$ cat src/rtl/mac_kbd_queue.sv
// Mac Plus keyboard protocol engine: expands HID key events into transmit bytes, queues them and
// answers Inquiry/Instant/Model/Test. Define MAC_KBD_EXT_EN to enable keypad prefix expansion.

module mac_kbd_queue #(
  parameter int unsigned DEPTH       = 16,
  parameter int unsigned INQ_TIMEOUT = 8000000
) (
  input  logic       clk,
  input  logic       reset,
  input  logic       kbd_strobe,
  input  logic [9:0] kbd_data,
  input  logic       cmd_strobe,
  input  logic [7:0] cmd_data,
  output logic       resp_strobe,
  output logic [7:0] resp_data,
  output logic       overflow,
  output logic       fifo_empty
);
  localparam int unsigned AW = $clog2(DEPTH);
  localparam int unsigned CW = $clog2(INQ_TIMEOUT + 1);

  localparam logic [7:0] CMD_INQUIRY = 8'h10;
  localparam logic [7:0] CMD_INSTANT = 8'h14;
  localparam logic [7:0] CMD_MODEL   = 8'h16;
  localparam logic [7:0] CMD_TEST    = 8'h36;
  localparam logic [7:0] RESP_NULL   = 8'h7B;
  localparam logic [7:0] RESP_MODEL  = 8'h0B;
  localparam logic [7:0] RESP_TEST   = 8'h7D;

  typedef enum logic [1:0] {EXP_IDLE, EXP_CHK, EXP_PUSH} exp_state_e;
  typedef enum logic {CMD_READY, CMD_INQ_WAIT} cmd_state_e;

  exp_state_e    exp_q, exp_d;
  cmd_state_e    cmd_q, cmd_d;
  logic          strobe_q;
  logic          hold_full_q, hold_full_d;
  logic [9:0]    hold_q, hold_d;
  logic [1:0]    idx_q, idx_d;
  logic [CW-1:0] cnt_q, cnt_d;
  logic [AW-1:0] wr_ptr_q, wr_ptr_d, rd_ptr_q, rd_ptr_d;
  logic [AW:0]   level_q, level_d;
  logic          empty_q;
  logic          resp_strobe_q, resp_strobe_d;
  logic [7:0]    resp_data_q, resp_data_d;
  logic          overflow_q, overflow_d;
  logic [7:0]    mem [DEPTH];

  logic          evt, push, pop, flush, ovf_set, ovf_clr, ext_ok, nonempty;
  logic [AW:0]   seq_len, free_slots;
  logic [7:0]    seq_byte, key_byte, head;

  assign evt        = kbd_strobe ^ strobe_q;
  assign key_byte   = hold_q[7:0];
  assign free_slots = (AW+1)'(DEPTH) - level_q;
  assign nonempty   = (level_q != '0);
  assign head       = mem[rd_ptr_q];

`ifdef MAC_KBD_EXT_EN
  assign ext_ok = 1'b1;
  always_comb begin
    seq_len  = (AW+1)'(1);
    seq_byte = key_byte;
    if (hold_q[9]) begin
      seq_len = (AW+1)'(4);
      case (idx_q)
        2'd0:    seq_byte = 8'h71;
        2'd1:    seq_byte = 8'h79;
        2'd2:    seq_byte = key_byte;
        default: seq_byte = 8'hF1;
      endcase
    end else if (hold_q[8]) begin
      seq_len  = (AW+1)'(2);
      seq_byte = (idx_q == 2'd0) ? 8'h79 : key_byte;
    end
  end
`else
  // Keypad events are discarded without flagging overflow in this build.
  assign ext_ok   = ~(hold_q[9] | hold_q[8]);
  assign seq_len  = (AW+1)'(1);
  assign seq_byte = key_byte;
`endif

  // NOTE: every signal driven here gets a default first so no latch is inferred.
  always_comb begin
    exp_d       = exp_q;
    idx_d       = idx_q;
    hold_d      = hold_q;
    hold_full_d = hold_full_q;
    push        = 1'b0;
    ovf_set     = 1'b0;
    case (exp_q)
      EXP_IDLE: if (hold_full_q) exp_d = EXP_CHK;
      EXP_CHK: begin
        if (!ext_ok) begin
          hold_full_d = 1'b0;
          exp_d       = EXP_IDLE;
        end else if (free_slots >= seq_len) begin
          idx_d = 2'd0;
          exp_d = EXP_PUSH;
        end else begin
          ovf_set     = 1'b1;
          hold_full_d = 1'b0;
          exp_d       = EXP_IDLE;
        end
      end
      EXP_PUSH: begin
        push = 1'b1;
        if ((AW+1)'(idx_q) == seq_len - (AW+1)'(1)) begin
          hold_full_d = 1'b0;
          exp_d       = EXP_IDLE;
        end else begin
          idx_d = idx_q + 2'd1;
        end
      end
      default: exp_d = EXP_IDLE;
    endcase
    // A flush abandons whatever part of the event has not been written yet.
    if (flush && exp_q == EXP_PUSH) begin
      hold_full_d = 1'b0;
      exp_d       = EXP_IDLE;
    end
    if (evt) begin
      if (hold_full_q) begin
        ovf_set = 1'b1;
      end else begin
        hold_d      = kbd_data;
        hold_full_d = 1'b1;
      end
    end
  end

  always_comb begin
    cmd_d         = cmd_q;
    cnt_d         = cnt_q;
    pop           = 1'b0;
    flush         = 1'b0;
    ovf_clr       = 1'b0;
    resp_strobe_d = 1'b0;
    resp_data_d   = resp_data_q;
    if (cmd_strobe) begin
      cmd_d = CMD_READY;
      case (cmd_data)
        CMD_INQUIRY: begin
          if (nonempty) begin
            pop           = 1'b1;
            resp_strobe_d = 1'b1;
            resp_data_d   = head;
          end else begin
            cmd_d = CMD_INQ_WAIT;
            cnt_d = CW'(INQ_TIMEOUT);
          end
        end
        CMD_INSTANT: begin
          pop           = nonempty;
          resp_strobe_d = 1'b1;
          resp_data_d   = nonempty ? head : RESP_NULL;
        end
        CMD_MODEL: begin
          resp_strobe_d = 1'b1;
          resp_data_d   = RESP_MODEL;
        end
        CMD_TEST: begin
          flush         = 1'b1;
          ovf_clr       = 1'b1;
          resp_strobe_d = 1'b1;
          resp_data_d   = RESP_TEST;
        end
        default: ;
      endcase
    end else if (cmd_q == CMD_INQ_WAIT) begin
      if (nonempty) begin
        pop           = 1'b1;
        resp_strobe_d = 1'b1;
        resp_data_d   = head;
        cmd_d         = CMD_READY;
      end else begin
        cnt_d = cnt_q - CW'(1);
        if (cnt_d == '0) begin
          resp_strobe_d = 1'b1;
          resp_data_d   = RESP_NULL;
          cmd_d         = CMD_READY;
        end
      end
    end
  end

  always_comb begin
    wr_ptr_d = wr_ptr_q;
    rd_ptr_d = rd_ptr_q;
    level_d  = level_q;
    if (flush) begin
      wr_ptr_d = '0;
      rd_ptr_d = '0;
      level_d  = '0;
    end else begin
      if (push) wr_ptr_d = wr_ptr_q + AW'(1);
      if (pop)  rd_ptr_d = rd_ptr_q + AW'(1);
      level_d = level_q + (AW+1)'(push) - (AW+1)'(pop);
    end
  end

  assign overflow_d = (overflow_q & ~ovf_clr) | ovf_set;

  // NOTE: sequential state uses non-blocking assignments so every flop samples pre-edge values.
  always_ff @(posedge clk or posedge reset) begin
    if (reset) begin
      exp_q         <= EXP_IDLE;
      cmd_q         <= CMD_READY;
      strobe_q      <= 1'b0;
      hold_full_q   <= 1'b0;
      hold_q        <= '0;
      idx_q         <= '0;
      cnt_q         <= '0;
      wr_ptr_q      <= '0;
      rd_ptr_q      <= '0;
      level_q       <= '0;
      empty_q       <= 1'b1;
      resp_strobe_q <= 1'b0;
      resp_data_q   <= '0;
      overflow_q    <= 1'b0;
    end else begin
      exp_q         <= exp_d;
      cmd_q         <= cmd_d;
      strobe_q      <= kbd_strobe;
      hold_full_q   <= hold_full_d;
      hold_q        <= hold_d;
      idx_q         <= idx_d;
      cnt_q         <= cnt_d;
      wr_ptr_q      <= wr_ptr_d;
      rd_ptr_q      <= rd_ptr_d;
      level_q       <= level_d;
      empty_q       <= (level_d == '0);
      resp_strobe_q <= resp_strobe_d;
      resp_data_q   <= resp_data_d;
      overflow_q    <= overflow_d;
    end
  end

  // NOTE: storage array has no reset; the pointers and level define which entries are valid.
  always_ff @(posedge clk) begin
    if (push && !flush) mem[wr_ptr_q] <= seq_byte;
  end

  assign resp_strobe = resp_strobe_q;
  assign resp_data   = resp_data_q;
  assign overflow    = overflow_q;
  assign fifo_empty  = empty_q;
endmodule

$ cat config.mk
export PLATFORM = sky130hd
export DESIGN_NAME = mac_kbd_queue
export DESIGN_NICKNAME = d
export VERILOG_FILES = /design/src/rtl/mac_kbd_queue.sv
export SDC_FILE = /design/constraint.sdc
export NUM_CORES = 1
export LEC_CHECK = 0
export CORE_MARGIN = 3
export CORE_UTILIZATION = 60
export DETAILED_ROUTE_END_ITERATION = 12
export GPL_ROUTABILITY_DRIVEN = 0
export GPL_TIMING_DRIVEN = 1
export PLACE_DENSITY = 0.77
export SLEW_MARGIN = 5
export SYNTH_ARGS = -nofsm -noshare
export SYNTH_HDL_FRONTEND = slang
export SYNTH_SLANG_ARGS = --single-unit
export TNS_END_PERCENT = 30
$ cat constraint.sdc
create_clock -name clk -period 7.6 [get_ports clk]
set_input_delay 1.52 -clock clk [delete_from_list [all_inputs] [get_ports clk]]
set_output_delay 1.52 -clock clk [all_outputs]
set_load 0.005 [all_outputs]
==> flow_metrics.env, run 1 <==
export IMPL_maxSlewViolCount=0
export IMPL_synth_top_area_share_pct=44.4
export IMPL_max_slew_margin_pct=13.1
export IMPL_synthTopCellsByArea="edfxtp_1 44%, dfrtp_1 18%, mux4_2 9.1%"
export IMPL_synth_top_area_cell="edfxtp_1"
export IMPL_clk_latency_ns=0.44
export IMPL_pin_count=33
export IMPL_first_global_vias=5464
export IMPL_crit_start="cmd_data[4]"
export IMPL_final_antenna_net_count=0
export IMPL_ys_warn_count=0
export IMPL_io_buffer_count=32
export IMPL_layout_cells_non_filler=829
export IMPL_path_cells="clkdlybuf4s50_1 -> nor3b_1 -> and3_1 -> a21oi_1 -> nor2_1 -> ha_1 -> inv_1 -> ha_1 -> inv_1 -> fa_1 -> nor2_1 -> nor2_1 -> nor2_1 -> nor2_1 -> xnor2_1 -> nand2_1 -> o21ai_0"
export IMPL_layout_drive_gt1_share_pct=17.4
export IMPL_grt_usage_pct=24.1
export IMPL_peakVddDrop_uv=226
export IMPL_synth_most_common_cell="edfxtp_1"
export IMPL_worst_r2r_startpoint="level_q[1]"
export IMPL_switchingPower_w=0.000813
export IMPL_vias_per_cell=6.33
export IMPL_clk_pin_slew_ns=0.07
export IMPL_synthArstFlopShare_pct=33.3
export IMPL_crit_slowest_cell="nor2_1"
export IMPL_ys_ff_latch=192
export IMPL_cp_data_arrival_time_ns=5.04
export IMPL_finalHoldViolations=0
export IMPL_clkSinkCount=192
export IMPL_fp_dieH_microns=126
export IMPL_cts_path_max_buffers=2
export IMPL_synth_seq_area_share_pct=62.9
export IMPL_num_antenna_cells=0
export IMPL_fin_crit_sh_pct=61.5
export IMPL_worstPathRequired_ns=7.97
export IMPL_vias=5246
export IMPL_synth_edf_count=128
export IMPL_routed_wirelength_mm=18.3
export IMPL_critPathLaunchType="input pin"
export IMPL_layout_setup_ws_ns=2.93
export IMPL_crit_type="input pin to flop"
export IMPL_hp_class="flop to flop"
export IMPL_die_area_sq_um=15900
export IMPL_area_growth_pct=12.8
export IMPL_place_inst=797
export IMPL_synth_cell_types=62
export IMPL_wl_per_cell_microns=22.1
export IMPL_hold_depth=1
export IMPL_hold_start="cnt_q[22]"
export IMPL_finalInstanceArea_sq_um=9760
export IMPL_powerDensity_nw_per_um2=286
export IMPL_cts_resized_gates=0
export IMPL_power_frac_seq_pct=53.0
export IMPL_ff2ff_path_depth=17
export IMPL_maxCapViolCount=0
export IMPL_die_w_microns=126
export IMPL_final_core_util_pct=69.8
export IMPL_synthCells=600
export IMPL_postCtsSetupBuffers=0
export IMPL_dp_slack_ns=2.52
export IMPL_dp_hpwl_mm=11.9
export IMPL_synthesis_area_sq_um=8660
export IMPL_placed_cell_area_sq_um=9200
export IMPL_grt_pass1_wl_mm=29.2
export IMPL_cts_inserted_buffers=17
export IMPL_fin_nets=681
export IMPL_synth_net_count=645
export IMPL_p_int_w=0.00198
export IMPL_max_slew_worst_pin_slew_ns=1.30
export IMPL_cp_slowest_stage_delay_ns=0.55
export IMPL_swShare_pct=29.1
export IMPL_antenna_found_initial=0
export IMPL_finalSetupViolCount=0
export IMPL_avgSynthCellArea_sq_um=14.4
export IMPL_clock_root_buffer="clkbuf_16"
export IMPL_yosys_top_cells_count="128 x edfxtp_1, 63 x dfrtp_1, 54 x nor2_1"
export IMPL_ctsHoldBuffers=0
export IMPL_drt_iter0_drc=657
export IMPL_cp_end_kind="flop"
export IMPL_grt_setup_unrepaired="false"
export IMPL_worst_path_max_fanout=8
export IMPL_overflow=0
export IMPL_std_cell_rows=43
export IMPL_tritoncts="built"
export IMPL_fmax_mhz=214
export IMPL_min_period_ns=4.67
export IMPL_status="completed"
export IMPL_initial_core_util_pct=61.9
export IMPL_leakage_nw=3.64
export IMPL_share_comb_of_total_power_pct=17.3
export IMPL_tns_ns=0
export IMPL_drc_errors=0
export IMPL_drt_pass1_iter_count=6
export IMPL_cp_common_cell="nor2_1"
export IMPL_htreeDepth=4
export IMPL_core_sq_um=14000
export IMPL_fillers=919
export IMPL_clkPwrFrac_pct=29.7
export IMPL_grt_max_degree=65
export IMPL_skew_ns=0.0100
export IMPL_synthFlopType="edfxtp_1"
power by group through the flow:
stage / Sequential (W) / Clock, W / Combinational (W)
finish: 0.00148 / 0.000831 / 0.000483
global route: 0.00150 / 0.000880 / 0.000532
CTS: 0.00148 / 0.000840 / 0.000486
detailed placement: 0.00150 / 0 / 0.000479
global placement: 0.00148 / 0 / 0.000449
floorplan: 0.00143 / 0 / 0.000358
critical path, delay by kind of cell:
family | cells | cell delay, ns
AND/OR/NAND/NOR | 8 | 1.58
XOR/XNOR | 1 | 0.19
adder cells (fa/ha/maj) | 3 | 0.92
buffers and inverters | 3 | 0.59
AO/OA/AOI/OAI | 2 | 0.24
flip-flops by register name, summed over array words and instances (netlist names), 2 cells and up:
register / count
cnt_q: 23
exp_q: 2
hold_q: 10
idx_q: 2
level_q: 5
mem: 128
rd_ptr_q: 4
resp_data: 8
wr_ptr_q: 4
worst paths after layout:
check                              end  slack, ns
max reg2reg                 fifo_empty       3.92
max in group asynchronous  rd_ptr_q[0]       5.38
min in group asynchronous   level_q[4]       1.63
min reg2reg                  cnt_q[22]       0.50
min                          cnt_q[22]       0.50
max                         fifo_empty       2.93
cell usage in the layout, fill, tap and decap left out, types with 17 or more instances in the layout:
| cell type | netlist | final |
|---|---|---|
| a21oi_1 | 23 | 23 |
| clkbuf_16 | 0 | 17 |
| clkdlybuf4s50_1 | 0 | 32 |
| dfrtp_1 | 63 | 62 |
| edfxtp_1 | 128 | 128 |
| ha_1 | 22 | 22 |
| inv_1 | 22 | 21 |
| mux4_2 | 35 | 35 |
| nand2_1 | 31 | 31 |
| nor2_1 | 54 | 53 |
| o21ai_0 | 28 | 28 |
cells by family (layout without fill, tap and decap cells):
family	after synthesis	in the layout	share of synthesized area, %
DFF	192	192	62.9
and+or+nand+nor	165	165	10.3
AOI/OAI and AO/OA	96	96	7.55
muxes	56	56	11.7
buffers and inverters	49	98	2.20
adders and majority gates	23	23	3.41
xor gates and xnor gates	19	19	1.92
layer usage:
metal / up-vias / part of all wire (%) / global-route usage (%)
met5: - / 0 / 0
met4: 0 / 2.4 / 9.21
met3: 34 / 6.2 / 5.51
met2: 227 / 51 / 39.6
met1: 2620 / 41 / 31.5
li1: 2365 / - / -
metrics by stage:
stage / power, W / hold WS, ns
finish: 0.00279 / 0.499
global route: 0.00291 / 0.526
CTS: 0.00280 / 0.499
detailed placement: 0.00198 / 0.504
global placement: 0.00193 / 0.462
floorplan: 0.00178 / 0.449
final cells by class:
| cell class | count | area [sq um] | share of cell area [%] |
|---|---|---|---|
| well taps | 180 | 225 | 2.31 |
| clock inverters | 15 | 126 | 1.29 |
| multi-input cells | 359 | 3040 | 31.2 |
| flip-flops and latches | 192 | 5450 | 55.8 |
| clock buffers | 17 | 425 | 4.36 |
| inverters | 22 | 82.6 | 0.846 |
| repair buffers | 44 | 410 | 4.20 |
No activity file was read; power rests on OpenSTA's default activity.
==> run 2, diff against run 1 <==
--- a/config.mk
+++ b/config.mk
@@ -6,11 +6,11 @@
 export NUM_CORES = 1
 export LEC_CHECK = 0
 export CORE_MARGIN = 3
-export CORE_UTILIZATION = 60
+export CORE_UTILIZATION = 55
 export DETAILED_ROUTE_END_ITERATION = 12
 export GPL_ROUTABILITY_DRIVEN = 0
 export GPL_TIMING_DRIVEN = 1
-export PLACE_DENSITY = 0.77
+export PLACE_DENSITY = 0.74
 export SLEW_MARGIN = 5
 export SYNTH_ARGS = -nofsm -noshare
 export SYNTH_HDL_FRONTEND = slang
==> constraint.sdc (replaced) <==
create_clock -name clk -period 3.8 [get_ports clk]
set_input_delay 0.76 -clock clk [delete_from_list [all_inputs] [get_ports clk]]
set_output_delay 0.76 -clock clk [all_outputs]
set_load 0.005 [all_outputs]
==> run 2 against run 1 <==
Against the previous run:
- clock skew fell by 0.0045 ns
- critical endpoint unchanged
- largest cell class unchanged
- hold slack got worse by 0.013 ns
- largest power group unchanged
- final cell count increased by 6.0%
- highest routed layer unchanged
- critical path type unchanged
==> flow_metrics.env, run 2 (same netlist as run 1, synthesis figures left out) <==
export IMPL_clock_root_buffer="clkbuf_16"
export IMPL_min_period_ns=3.29
export IMPL_dp_slack_ns=0.0750
export IMPL_core_sq_um=15300
export IMPL_largest_register_ffs=128
export IMPL_grt_usage_pct=22.0
export IMPL_grt_max_degree=36
export IMPL_leakage_nw=3.76
export IMPL_drt_pass1_iter_count=5
export IMPL_crit_type="input pin to flop"
export IMPL_wl_per_cell_microns=20.8
export IMPL_place_inst=847
export IMPL_peakVddDrop_uv=390
export IMPL_mostFrequentLayoutCell="edfxtp_1"
export IMPL_placed_cell_area_sq_um=9390
export IMPL_layout_drive_gt1_share_pct=19.8
export IMPL_vias=5326
export IMPL_antenna_found_initial=0
export IMPL_powerDensity_nw_per_um2=573
export IMPL_tritoncts="built"
export IMPL_htreeDepth=4
export IMPL_status="completed"
export IMPL_clk_pin_slew_ns=0.07
export IMPL_clkPwrFrac_pct=31.5
export IMPL_grt_setup_unrepaired="false"
export IMPL_cts_path_max_buffers=2
export IMPL_finalHoldViolations=0
export IMPL_postCtsSetupBuffers=0
export IMPL_vias_per_cell=6.06
export IMPL_final_antenna_net_count=0
export IMPL_ff2ff_setup_slack_ns=0.64
export IMPL_cp_end_kind="flop"
export IMPL_drc_errors=0
export IMPL_final_seq_area_sq_um=5450
export IMPL_area_growth_pct=15.5
export IMPL_tns_ns=0
export IMPL_maxSlewViolCount=0
export IMPL_max_flop_register="mem"
export IMPL_drt_iter0_drc=535
export IMPL_finalSetupViolCount=0
export IMPL_swShare_pct=29.0
export IMPL_io_buffer_count=32
export IMPL_die_w_microns=131
export IMPL_ctsHoldBuffers=0
export IMPL_grt_pass1_wl_mm=29.6
export IMPL_num_antenna_cells=0
export IMPL_std_cell_rows=45
export IMPL_total_power_w=0.00573
export IMPL_hp_class="flop to flop"
export IMPL_cts_resized_gates=0
export IMPL_critPathLaunchType="input pin"
export IMPL_fin_crit_sh_pct=86.5
export IMPL_top_regs="mem: 128 flops, cnt_q: 23 flops, hold_q: 10 flops"
export IMPL_clk_latency_ns=0.43
export IMPL_pin_count=33
export IMPL_maxCapViolCount=0
export IMPL_skew_ns=0.00553
export IMPL_fp_dieH_microns=131
export IMPL_initial_core_util_pct=56.5
export IMPL_fin_nets=700
export IMPL_clkSinkCount=192
export IMPL_most_common_layout_cells="128 x edfxtp_1, 62 x dfrtp_1, 53 x nor2_1"
export IMPL_cts_inserted_buffers=17
export IMPL_fillers=1088
export IMPL_first_global_vias=5282
export IMPL_worst_path_max_fanout=6
export IMPL_layout_setup_ws_ns=0.512
export IMPL_max_slew_worst_pin_slew_ns=0.899
export IMPL_p_int_w=0.00407
export IMPL_max_slew_margin_pct=40.1
export IMPL_cp_data_arrival_time_ns=3.64
export IMPL_worstPathRequired_ns=4.15
export IMPL_die_area_sq_um=17300
export IMPL_finalInstanceArea_sq_um=9990
export IMPL_switchingPower_w=0.00166
export IMPL_layout_cells_non_filler=879
export IMPL_multi_input_area_sq_um=3030
export IMPL_overflow=0
export IMPL_share_comb_of_total_power_pct=16.2
export IMPL_power_frac_seq_pct=52.2
export IMPL_fmax_mhz=304
export IMPL_dp_hpwl_mm=12.3
export IMPL_routed_wirelength_mm=18.3
[run 2: metal layers]
| metal | wire length, microns | vias up | track usage [%] |
|---|---|---|---|
| met4 | 288 | 0 | 6.01 |
| li1 | - | 2405 | - |
| met3 | 1140 | 33 | 4.94 |
| met5 | 0 | - | 0 |
| met1 | 7700 | 2689 | 30.9 |
| met2 | 9160 | 199 | 35.3 |
[run 2: cell type report]
class | instances | share of cell area, %
Multi-Input combinational cell | 359 | 30.4
Sequential cell | 192 | 54.5
Timing Repair Buffer | 63 | 5.66
Inverter | 22 | 0.826
Tap cell | 211 | 2.64
Clock buffer | 18 | 4.39
Clock inverter | 14 | 1.61
[run 2: critical path, stage by stage]
cell             delay (ns)
clkdlybuf4s50_1        0.45
nor3b_1                0.24
and3_1                 0.29
a21oi_1                0.09
nor2_1                 0.16
ha_1                   0.26
inv_1                  0.06
ha_1                   0.15
inv_1                  0.05
fa_1                   0.40
nor2_1                 0.13
nor2_1                 0.05
nor2_1                 0.08
nor2_1                 0.05
xnor2_1                0.19
nand2_1                0.07
o21ai_0                0.16
[run 2: worst paths after layout]
kind	start	to	cells past startpoint
setup / recovery	cmd_data[4]	fifo_empty	17
hold / removal	idx_q[0]	idx_q[0]	2
setup reg to reg	level_q[1]	fifo_empty	17
hold reg to reg	idx_q[0]	idx_q[0]	2
max in group asynchronous	reset	fifo_empty	3
min in group asynchronous	reset	cnt_q[0]	2
[run 2: power groups by stage]
| stage | Sequential, W | Clock, W | Combinational (W) |
|---|---|---|---|
| floorplan | 0.00285 | 0 | 0.000717 |
| global placement | 0.00301 | 0 | 0.000888 |
| detailed placement | 0.00304 | 0 | 0.000924 |
| CTS | 0.00299 | 0.00183 | 0.000941 |
| global route | 0.00304 | 0.00192 | 0.00104 |
| finish | 0.00299 | 0.00181 | 0.000931 |
[run 2: through the flow]
| stage | utilization, % | hold slack, ns |
|---|---|---|
| 5_1_grt | 65.3 | 0.520 |
| 3_3_place_gp | 61.3 | 0.462 |
| 6_report | 65.3 | 0.487 |
| 3_5_place_dp | 61.3 | 0.471 |
| 2_1_floorplan | - | 0.449 |
| 4_1_cts | 65.3 | 0.488 |
==> run 3, diff against run 2 <==
--- a/config.mk
+++ b/config.mk
@@ -5,6 +5,7 @@
 export SDC_FILE = /design/constraint.sdc
 export NUM_CORES = 1
 export LEC_CHECK = 0
+export ABC_CLOCK_PERIOD_IN_PS = 3800
 export CORE_MARGIN = 3
 export CORE_UTILIZATION = 55
 export DETAILED_ROUTE_END_ITERATION = 12
==> results of run 3 <==
Final layout, timing and power as in run 2 (identical DEF).
